[config.mk]
export PLATFORM = sky130hd
export DESIGN_NAME = div_seq_ctrl_flat
export DESIGN_NICKNAME = d
export VERILOG_FILES = /design/src/rtl/div_seq_ctrl_if.sv /design/src/rtl/div_seq_ctrl.sv /design/src/flat_wrapper.sv
export SDC_FILE = /design/constraint.sdc
export NUM_CORES = 1
export LEC_CHECK = 0
export ABC_AREA = 1
export CAP_MARGIN = 25
export CORE_MARGIN = 5
export CORE_UTILIZATION = 37
export CTS_CLUSTER_SIZE = 8
export DETAILED_ROUTE_END_ITERATION = 8
export PLACE_DENSITY = 0.77
export REMOVE_ABC_BUFFERS = 1
export SYNTH_ARGS = -nofsm -noshare
export SYNTH_HDL_FRONTEND = slang
export SYNTH_SLANG_ARGS = --single-unit
[constraint.sdc]
create_clock -name clk -period 1.49 [get_ports clk]
set_clock_uncertainty 0.2 [all_clocks]
set_input_delay 0.149 -clock clk [delete_from_list [all_inputs] [get_ports clk]]
set_output_delay 0.149 -clock clk [all_outputs]
set_load 0.03 [all_outputs]
[src/rtl/div_seq_ctrl_if.sv]
// Operand, divider and HI/LO bundle between the datapath control unit and div_seq_ctrl.
interface div_seq_ctrl_if;
  logic        start;
  logic [31:0] dividend;
  logic [31:0] divisor;
  logic [31:0] div_a;
  logic [31:0] div_b;
  logic [63:0] div_result;
  logic        hi_wr;
  logic        lo_wr;
  logic [31:0] wr_data;
  logic [31:0] hi;
  logic [31:0] lo;
  logic        busy;
  logic        done;
  logic        div_zero;

  modport slave (
    input  start, dividend, divisor, div_result, hi_wr, lo_wr, wr_data,
    output div_a, div_b, hi, lo, busy, done, div_zero
  );

  modport master (
    output start, dividend, divisor, div_result, hi_wr, lo_wr, wr_data,
    input  div_a, div_b, hi, lo, busy, done, div_zero
  );
endinterface

[src/rtl/div_seq_ctrl.sv]
// Multicycle sequencer around a combinational divider: holds operands SETTLE_CYCLES clocks, then captures HI/LO.
// Optional zero-divisor trap (sticky div_zero, immediate done) is enabled by defining DIV_ZERO_TRAP_EN.
module div_seq_ctrl #(
  parameter int unsigned SETTLE_CYCLES = 4
) (
  input logic          clk,
  input logic          reset_n,
  div_seq_ctrl_if.slave bus
);

  typedef enum logic {ST_IDLE, ST_WAIT} state_e;

  localparam logic [3:0] CNT_INIT = 4'(SETTLE_CYCLES - 1);

  state_e      state_q, state_d;
  logic [3:0]  cnt_q, cnt_d;
  logic [31:0] div_a_q, div_a_d;
  logic [31:0] div_b_q, div_b_d;
  logic [31:0] hi_q, hi_d;
  logic [31:0] lo_q, lo_d;
  logic        busy_q, busy_d;
  logic        done_q, done_d;
`ifdef DIV_ZERO_TRAP_EN
  logic        div_zero_q, div_zero_d;
  logic        zero_divisor;

  assign zero_divisor = (bus.divisor == 32'd0);
`endif

  always_ff @(posedge clk or negedge reset_n) begin
    if (!reset_n) begin
      state_q    <= ST_IDLE;
      cnt_q      <= 4'd0;
      div_a_q    <= 32'd0;
      div_b_q    <= 32'd0;
      hi_q       <= 32'd0;
      lo_q       <= 32'd0;
      busy_q     <= 1'b0;
      done_q     <= 1'b0;
`ifdef DIV_ZERO_TRAP_EN
      div_zero_q <= 1'b0;
`endif
    end else begin
      state_q    <= state_d;
      cnt_q      <= cnt_d;
      div_a_q    <= div_a_d;
      div_b_q    <= div_b_d;
      hi_q       <= hi_d;
      lo_q       <= lo_d;
      busy_q     <= busy_d;
      done_q     <= done_d;
`ifdef DIV_ZERO_TRAP_EN
      div_zero_q <= div_zero_d;
`endif
    end
  end

  always_comb begin
    state_d = state_q;
    case (state_q)
      ST_IDLE: begin
        if (bus.start) begin
`ifdef DIV_ZERO_TRAP_EN
          state_d = zero_divisor ? ST_IDLE : ST_WAIT;
`else
          state_d = ST_WAIT;
`endif
        end
      end
      ST_WAIT: begin
        if (cnt_q == 4'd0) begin
          state_d = ST_IDLE;
        end
      end
      default: state_d = ST_IDLE;
    endcase
  end

  always_comb begin
    cnt_d      = cnt_q;
    div_a_d    = div_a_q;
    div_b_d    = div_b_q;
    hi_d       = hi_q;
    lo_d       = lo_q;
    busy_d     = busy_q;
    done_d     = 1'b0;
`ifdef DIV_ZERO_TRAP_EN
    div_zero_d = div_zero_q;
`endif
    case (state_q)
      ST_IDLE: begin
        // Move-to writes land now; a divide started this edge overwrites them at completion.
        if (bus.hi_wr) hi_d = bus.wr_data;
        if (bus.lo_wr) lo_d = bus.wr_data;
        if (bus.start) begin
          div_a_d = bus.dividend;
          div_b_d = bus.divisor;
`ifdef DIV_ZERO_TRAP_EN
          if (zero_divisor) begin
            done_d     = 1'b1;
            div_zero_d = 1'b1;
          end else begin
            cnt_d      = CNT_INIT;
            busy_d     = 1'b1;
            div_zero_d = 1'b0;
          end
`else
          cnt_d  = CNT_INIT;
          busy_d = 1'b1;
`endif
        end
      end
      ST_WAIT: begin
        // Operands are frozen here; move-to writes and new starts are dropped.
        if (cnt_q == 4'd0) begin
          hi_d   = bus.div_result[63:32];
          lo_d   = bus.div_result[31:0];
          done_d = 1'b1;
          busy_d = 1'b0;
        end else begin
          cnt_d = cnt_q - 4'd1;
        end
      end
      default: begin
        busy_d = 1'b0;
      end
    endcase
  end

  assign bus.div_a    = div_a_q;
  assign bus.div_b    = div_b_q;
  assign bus.hi       = hi_q;
  assign bus.lo       = lo_q;
  assign bus.busy     = busy_q;
  assign bus.done     = done_q;
`ifdef DIV_ZERO_TRAP_EN
  assign bus.div_zero = div_zero_q;
`else
  assign bus.div_zero = 1'b0;
`endif

endmodule

[src/flat_wrapper.sv]
// flat-port wrapper written by rule: the top's interface ports become plain ports
module div_seq_ctrl_flat 
#(
  parameter int unsigned SETTLE_CYCLES = 4
)
  (clk, reset_n, bus_start, bus_dividend, bus_divisor, bus_div_result, bus_hi_wr, bus_lo_wr, bus_wr_data, bus_div_a, bus_div_b, bus_hi, bus_lo, bus_busy, bus_done, bus_div_zero);
  div_seq_ctrl_if bus_i ();
  input logic clk;
  input logic reset_n;
  input wire logic [$bits(bus_i.start)-1:0] bus_start;
  input wire logic [$bits(bus_i.dividend)-1:0] bus_dividend;
  input wire logic [$bits(bus_i.divisor)-1:0] bus_divisor;
  input wire logic [$bits(bus_i.div_result)-1:0] bus_div_result;
  input wire logic [$bits(bus_i.hi_wr)-1:0] bus_hi_wr;
  input wire logic [$bits(bus_i.lo_wr)-1:0] bus_lo_wr;
  input wire logic [$bits(bus_i.wr_data)-1:0] bus_wr_data;
  output wire logic [$bits(bus_i.div_a)-1:0] bus_div_a;
  output wire logic [$bits(bus_i.div_b)-1:0] bus_div_b;
  output wire logic [$bits(bus_i.hi)-1:0] bus_hi;
  output wire logic [$bits(bus_i.lo)-1:0] bus_lo;
  output wire logic [$bits(bus_i.busy)-1:0] bus_busy;
  output wire logic [$bits(bus_i.done)-1:0] bus_done;
  output wire logic [$bits(bus_i.div_zero)-1:0] bus_div_zero;
  assign bus_i.start = bus_start;
  assign bus_i.dividend = bus_dividend;
  assign bus_i.divisor = bus_divisor;
  assign bus_i.div_result = bus_div_result;
  assign bus_i.hi_wr = bus_hi_wr;
  assign bus_i.lo_wr = bus_lo_wr;
  assign bus_i.wr_data = bus_wr_data;
  assign bus_div_a = bus_i.div_a;
  assign bus_div_b = bus_i.div_b;
  assign bus_hi = bus_i.hi;
  assign bus_lo = bus_i.lo;
  assign bus_busy = bus_i.busy;
  assign bus_done = bus_i.done;
  assign bus_div_zero = bus_i.div_zero;
  div_seq_ctrl #(.SETTLE_CYCLES(SETTLE_CYCLES)) u_core (.clk(clk), .reset_n(reset_n), .bus(bus_i));
endmodule
==> results of run 1 <==
## metrics by stage
stage                     power, uW  cell area [um^2]  hold WS [ns]
after global placement        19200              9430       -0.0813
after CTS                     23600             10200        0.0124
after floorplan               13200              5770        -0.347
after detailed placement      19500              9430       -0.0799
after global routing          24800             10200        0.0220
final                         23300             10200        0.0274
## what timing repair did
action | 4_1_cts | 5_1_grt
gates resized for setup | 377 | 46
gates cloned | 1 | 2
hold buffers | 1 | 0
endpoints found under the setup margin | 184 | 87
endpoints found under the hold margin | 135 | 0
## final timing paths
path | start | to | slack (ns) | cells after the start
worst max-delay path | u_core.cnt_q[0] | u_core.bus.hi[20] | -0.005 | 7
worst min-delay path | bus_start | u_core.state_q | 0.03 | 4
worst max register to register | u_core.cnt_q[0] | u_core.bus.hi[20] | -0.005 | 7
worst min register to register | u_core.bus.div_a[10] | u_core.bus.div_a[10] | 0.27 | 2
max in group asynchronous | reset_n | u_core.bus.div_a[25] | 0.48 | 3
min in group asynchronous | reset_n | u_core.bus.div_b[0] | 0.06 | 2
## critical path: cells and delay by family (launching register included)
kind | cells | cell delay, ns
adders and majority gates | 1 | 0.14
buffers and inverters | 2 | 0.26
and+or+nand+nor | 4 | 0.42
DFF | 1 | 0.39
## final cells by class
class	instances	area [um^2]	area share, %
Inverter	5	23.8	0.233
Sequential cell	135	3380	33.2
Timing Repair Buffer	334	3500	34.3
Tap cell	216	270	2.65
Clock buffer	17	425	4.18
Multi-Input combinational cell	577	2420	23.7
Clock inverter	15	170	1.67
## sequential cells by signal (all words and copies together) (netlist names)
register / flops
u_core.bus.div_a: 32
u_core.bus.div_b: 32
u_core.bus.hi: 32
u_core.bus.lo: 32
u_core.cnt_q: 4
u_core.bus.busy: 1
u_core.bus.done: 1
u_core.state_q: 1
## per-layer routing
layer	part of all wire [%]	global-route usage, %	vias up
met1	39	25.6	2864
met3	7.3	6.57	25
met5	0	0	-
met2	52	39.0	187
li1	-	-	3026
met4	1.8	5.88	0
## cells by family after synthesis
kind of cell	after synthesis
xor+xnor	1
flops	135
buf+inv	57
compound gates	2
fa+ha+maj	2
other cells	1
simple gates	571
## layout by cell type, fill, tap and decap left out, types with 2 or more instances in the layout
cell and count:
clkinv_4 4, buf_2 21, clkdlybuf4s50_1 162, inv_2 2, clkinvlp_4 5, buf_4 28, buf_16 2, nand2_2 5
bufinv_16 2, clkdlybuf4s15_2 102, clkbuf_16 19, inv_1 2, nand2_1 429, dfrtp_1 134, inv_6 4, nand3_1 131
buf_12 14
## power groups by stage
stage          clock (uW)  combinational, uW  sequential, uW
3_5_place_dp            0              13100            6440
4_1_cts              4300              12800            6410
3_3_place_gp            0              12900            6350
5_1_grt              4490              13700            6630
2_1_floorplan           0               3410            9780
6_report             4210              12700            6420
==> reports/results.ini, run 1 <==
[floorplanning]
fp-row-count = 46
initial_utilization_pct = 37.8
coreArea_mm2 = 0.0159
fp.dieW_um = 137
fp.dieH_um = 137
design.die.area_mm2 = 0.0189
io_pins = 296

[power_and_ir_drop]
seqPwrFrac_pct = 27.5
power_leakage_uw = 0.00517
vdd.ir_drop.worst_uv = 1010
swShare_pct = 45.6
p_per_area_mw_per_mm2 = 2290
p_sw_uw = 10600
comb_power_share_pct = 54.5
internal_power_uw = 12700
clkPwrFrac_pct = 18.0

[logic_synthesis]
synth-seq-cells = 135
ys_seq_area_share_pct = 56.2
synthArstFlopShare_pct = 100
synth_edf_count = 0
netlist_area_mm2 = 0.00601
synth_xor_area_share_pct = 0.146
synth.distinct_cells = 18
synth_top_family_by_area = simple AND/OR/NAND/NOR gates
ys_warn_count = 0
synth_simple_gate_area_share_pct = 38.6
yosys.area_share.adder_pct = 0.416
synth_mux_area_share_pct = 0
synth_most_common_cell = nand2_1
avgSynthCellArea_um2 = 7.82
synth_ff_type = dfrtp_1
ys_top_cells_by_count = nand2_1 (433), dfrtp_1 (135), nand3_1 (133), buf_2 (31), clkbuf_1 (11)
synth_top_cell_by_area = dfrtp_1
synth.area.top_cells = dfrtp_1 (56%), nand2_1 (27%), nand3_1 (11%)
synthCells = 769
synth_compound_area_share_pct = 0.167
synth_top_area_share_pct = 56.2

[layout]
final_nets = 1237
syn_to_final_growth_pct = 69.4
stdcell_count = 1299
diodes = 0
fill_cells = 1360
post-route-util_pct = 64.1
drive_above_1_share_pct = 20.0

[cts]
cts_max_level = 4
cts.sinks = 135
clk_pin_slew_ns = 0.06
root_buffer = clkbuf_16
cts_tree = built
cts_buffer_depth = 2
cts_setup_buffers = 0
cts_buffers = 17
insertion_delay_ns = 0.41

[detailed_routing]
vias = 6102
drt_first_pass_iters = 7
antenna_left = 0
wl_per_cell_um = 16.4
wl_um = 21300
drtIter0Drc = 351
drc_errors = 0
viasPerCell = 4.70

[placement]
place_inst = 1263
place.gp.congestion = 0.820
portBuffers = 294
hpwl_um = 15200
pre_cts_ws_ns = -0.0330

[setup_path]
critical_path_arrival_ns = 1.65
crit_chain = inv_2, ha_4, nand3_4, nand2_2, buf_12, nand2_1, nand2_1
critPathMostFrequentCell = nand2_1
path_max_fanout = 26
cp-end-kind = flip-flop
cp_slowest_stage_delay_ns = 0.39
slowest_stage = dfrtp_1
startpoint_type = flip-flop
path_class = flip-flop to flip-flop
worstPathRequired_ns = 1.65

[grt]
grt_pass1_vias = 6110
gr-total-overflow = 0
grt_start_max_net_pins = 67
grt_util_all_layers_pct = 21.9
grt_first_pass_wirelength_um = 32000
antenna_found_initial = 0

[run]
maxCapViolations = 0

[min_path]
min_path_type = input port to flip-flop

[sta]
fin_crit_ns = 1.50
timing.final.ws_setup_ns = -0.00527
finalCritPeriodShare_pct = 100
setup_viol = 1
maxSlewViolCount = 0
rsz0062_at_grt = yes
max_clock_freq_ghz = 0.669
timing.setup.tns_ns = -0.00527
finalHoldViolCount = 0

[run_status]
violations = negative setup slack
status = complete, but fails checks

Note: power is estimated with default switching activity, not from simulation.
==> run 2, diff against run 1 <==
SKIP_LAST_GASP = 1   (was default)
==> reports/results.ini, run 2 (synthesis results as in run 1) <==
[sta]
rsz0062_at_grt = yes
hold_ws_ns = 0.0318
finalCritPeriodShare_pct = 100
finalHoldViolCount = 0
fin_crit_ns = 1.49
max_clock_freq_ghz = 0.669
setup_viol = 1
timing.final.ws_setup_ns = -0.00376
maxSlewViolCount = 0
timing.setup.tns_ns = -0.00376

[setup_path]
reg2reg_setup_slack_ns = -0.004
cp.depth = 7
rr_endpoint = u_core.bus.hi[20]
critical_path_arrival_ns = 1.65
path_delay_family = simple AND/OR/NAND/NOR gates
slowest_stage = dfrtp_1
startpoint_type = flip-flop
rr_worst_depth = 7
crit_chain = inv_2, ha_4, nand3_4, nand2_2, buf_12, nand2_1, nand2_1
r2r-start = u_core.cnt_q[0]
critPathMostFrequentCell = nand2_1
path_class = flip-flop to flip-flop
path_buf_inv = 2
cp-endpoint = u_core.bus.hi[20]
cp-end-kind = flip-flop
cp_slowest_stage_delay_ns = 0.39
crit_path_start = u_core.cnt_q[0]
worstPathRequired_ns = 1.64
path_max_fanout = 26

[power_and_ir_drop]
seqPwrFrac_pct = 27.5
comb_power_share_pct = 54.5
vdd.ir_drop.worst_uv = 1010
swShare_pct = 45.6
clkPwrFrac_pct = 18.0
p_per_area_mw_per_mm2 = 2290
power_leakage_uw = 0.00517
finalPower_uw = 23400
internal_power_uw = 12700
p_sw_uw = 10600

[run_status]
status = complete, but fails checks
violations = negative setup slack

[layout]
final_cell_mix = nand2_1 (429), clkdlybuf4s50_1 (162), dfrtp_1 (134), nand3_1 (132), clkdlybuf4s15_2 (102)
fill_cells = 1361
diodes = 0
stdcell_count = 1299
layout_commonest_cell = nand2_1
final_nets = 1237
syn_to_final_growth_pct = 69.4
drive_above_1_share_pct = 19.9

[detailed_routing]
wl_um = 21300
vias = 6075
viasPerCell = 4.68
drt_first_pass_iters = 4
drc_errors = 0
drtIter0Drc = 358
antenna_left = 0
wl_per_cell_um = 16.4

[cts]
cts.sinks = 135
root_buffer = clkbuf_16
clk_pin_slew_ns = 0.06
cts_buffers = 17
cts_setup_buffers = 0
cts_buffer_depth = 2
cts_max_level = 4
insertion_delay_ns = 0.41
cts_tree = built

[floorplanning]
fp.dieW_um = 137
fp-row-count = 46
design.die.area_mm2 = 0.0189
coreArea_mm2 = 0.0159
fp.dieH_um = 137
io_pins = 296
initial_utilization_pct = 37.8

[placement]
hpwl_um = 15200
place.gp.congestion = 0.820
portBuffers = 294
place_inst = 1263
pre_cts_ws_ns = -0.0330

[grt]
gr-total-overflow = 0
antenna_found_initial = 0
grt_first_pass_wirelength_um = 32000
grt_util_all_layers_pct = 21.9
grt_pass1_vias = 6110
grt_start_max_net_pins = 67

[run]
maxCapViolations = 0

[min_path]
min_path_type = input port to flip-flop

## run 2: cell counts in the layout (fill, tap and decap cells not counted)
No cell type changed its count.
## run 2: power groups by stage
| stage | Sequential, uW | Clock (uW) | Combinational (uW) |
|---|---|---|---|
| 5_1_grt | 6620 | 4490 | 13700 |
| 4_1_cts | 6410 | 4300 | 12800 |
| 2_1_floorplan | 9780 | 0 | 3410 |
| 6_report | 6410 | 4210 | 12700 |
| 3_3_place_gp | 6350 | 0 | 12900 |
| 3_5_place_dp | 6440 | 0 | 13100 |
## run 2: cell type report
type                    instances  area, um^2  area share [%]
clock buffers                  17         425            4.18
clock inverters                15         170            1.67
inverters                       5        23.8           0.234
multi-input cells             577        2410            23.7
flip-flops and latches        135        3380            33.2
well taps                     216         270            2.65
repair buffers                334        3500            34.4
## run 2: layer usage
layer	vias to the layer above	GRT usage [%]	share of wire (%)
met3	24	6.57	7.3
met2	184	39.0	52
met1	2843	25.6	38
li1	3024	-	-
met4	0	5.88	1.8
met5	-	0	0
## run 2: worst min path at each step
stage / end / slack, ns / startpoint / cells after the start
5_1_grt: u_core.state_q / 0.02 / bus_start / 4
6_report: u_core.state_q / 0.03 / bus_start / 4
3_5_place_dp: u_core.bus.div_b[0] / -0.08 / reset_n / 1
4_1_cts: u_core.state_q / 0.01 / bus_start / 4
3_3_place_gp: u_core.bus.div_b[0] / -0.08 / reset_n / 1
2_1_floorplan: u_core.bus.busy / -0.35 / reset_n / 0
## run 2: worst reg2reg max path: stages (launching register included)
cell and delay [ns]:
dfrtp_1 0.39, inv_2 0.08, ha_4 0.15, nand3_4 0.14, nand2_2 0.14, buf_12 0.18, nand2_1 0.10, nand2_1 0.06
## run 2: what timing repair did
| action | in CTS | in global routing |
|---|---|---|
| gates resized for setup | 377 | 45 |
| hold endpoints to repair | 135 | 0 |
| gates cloned | 1 | 2 |
| hold buffers | 1 | 0 |
| setup endpoints to repair | 184 | 87 |
## run 2: through the flow
step	instance area, um^2	util, %
3_3_place_gp	9430	59.3
2_1_floorplan	5770	-
3_5_place_dp	9430	59.3
6_report	10200	64.1
5_1_grt	10200	64.1
4_1_cts	10200	64.5
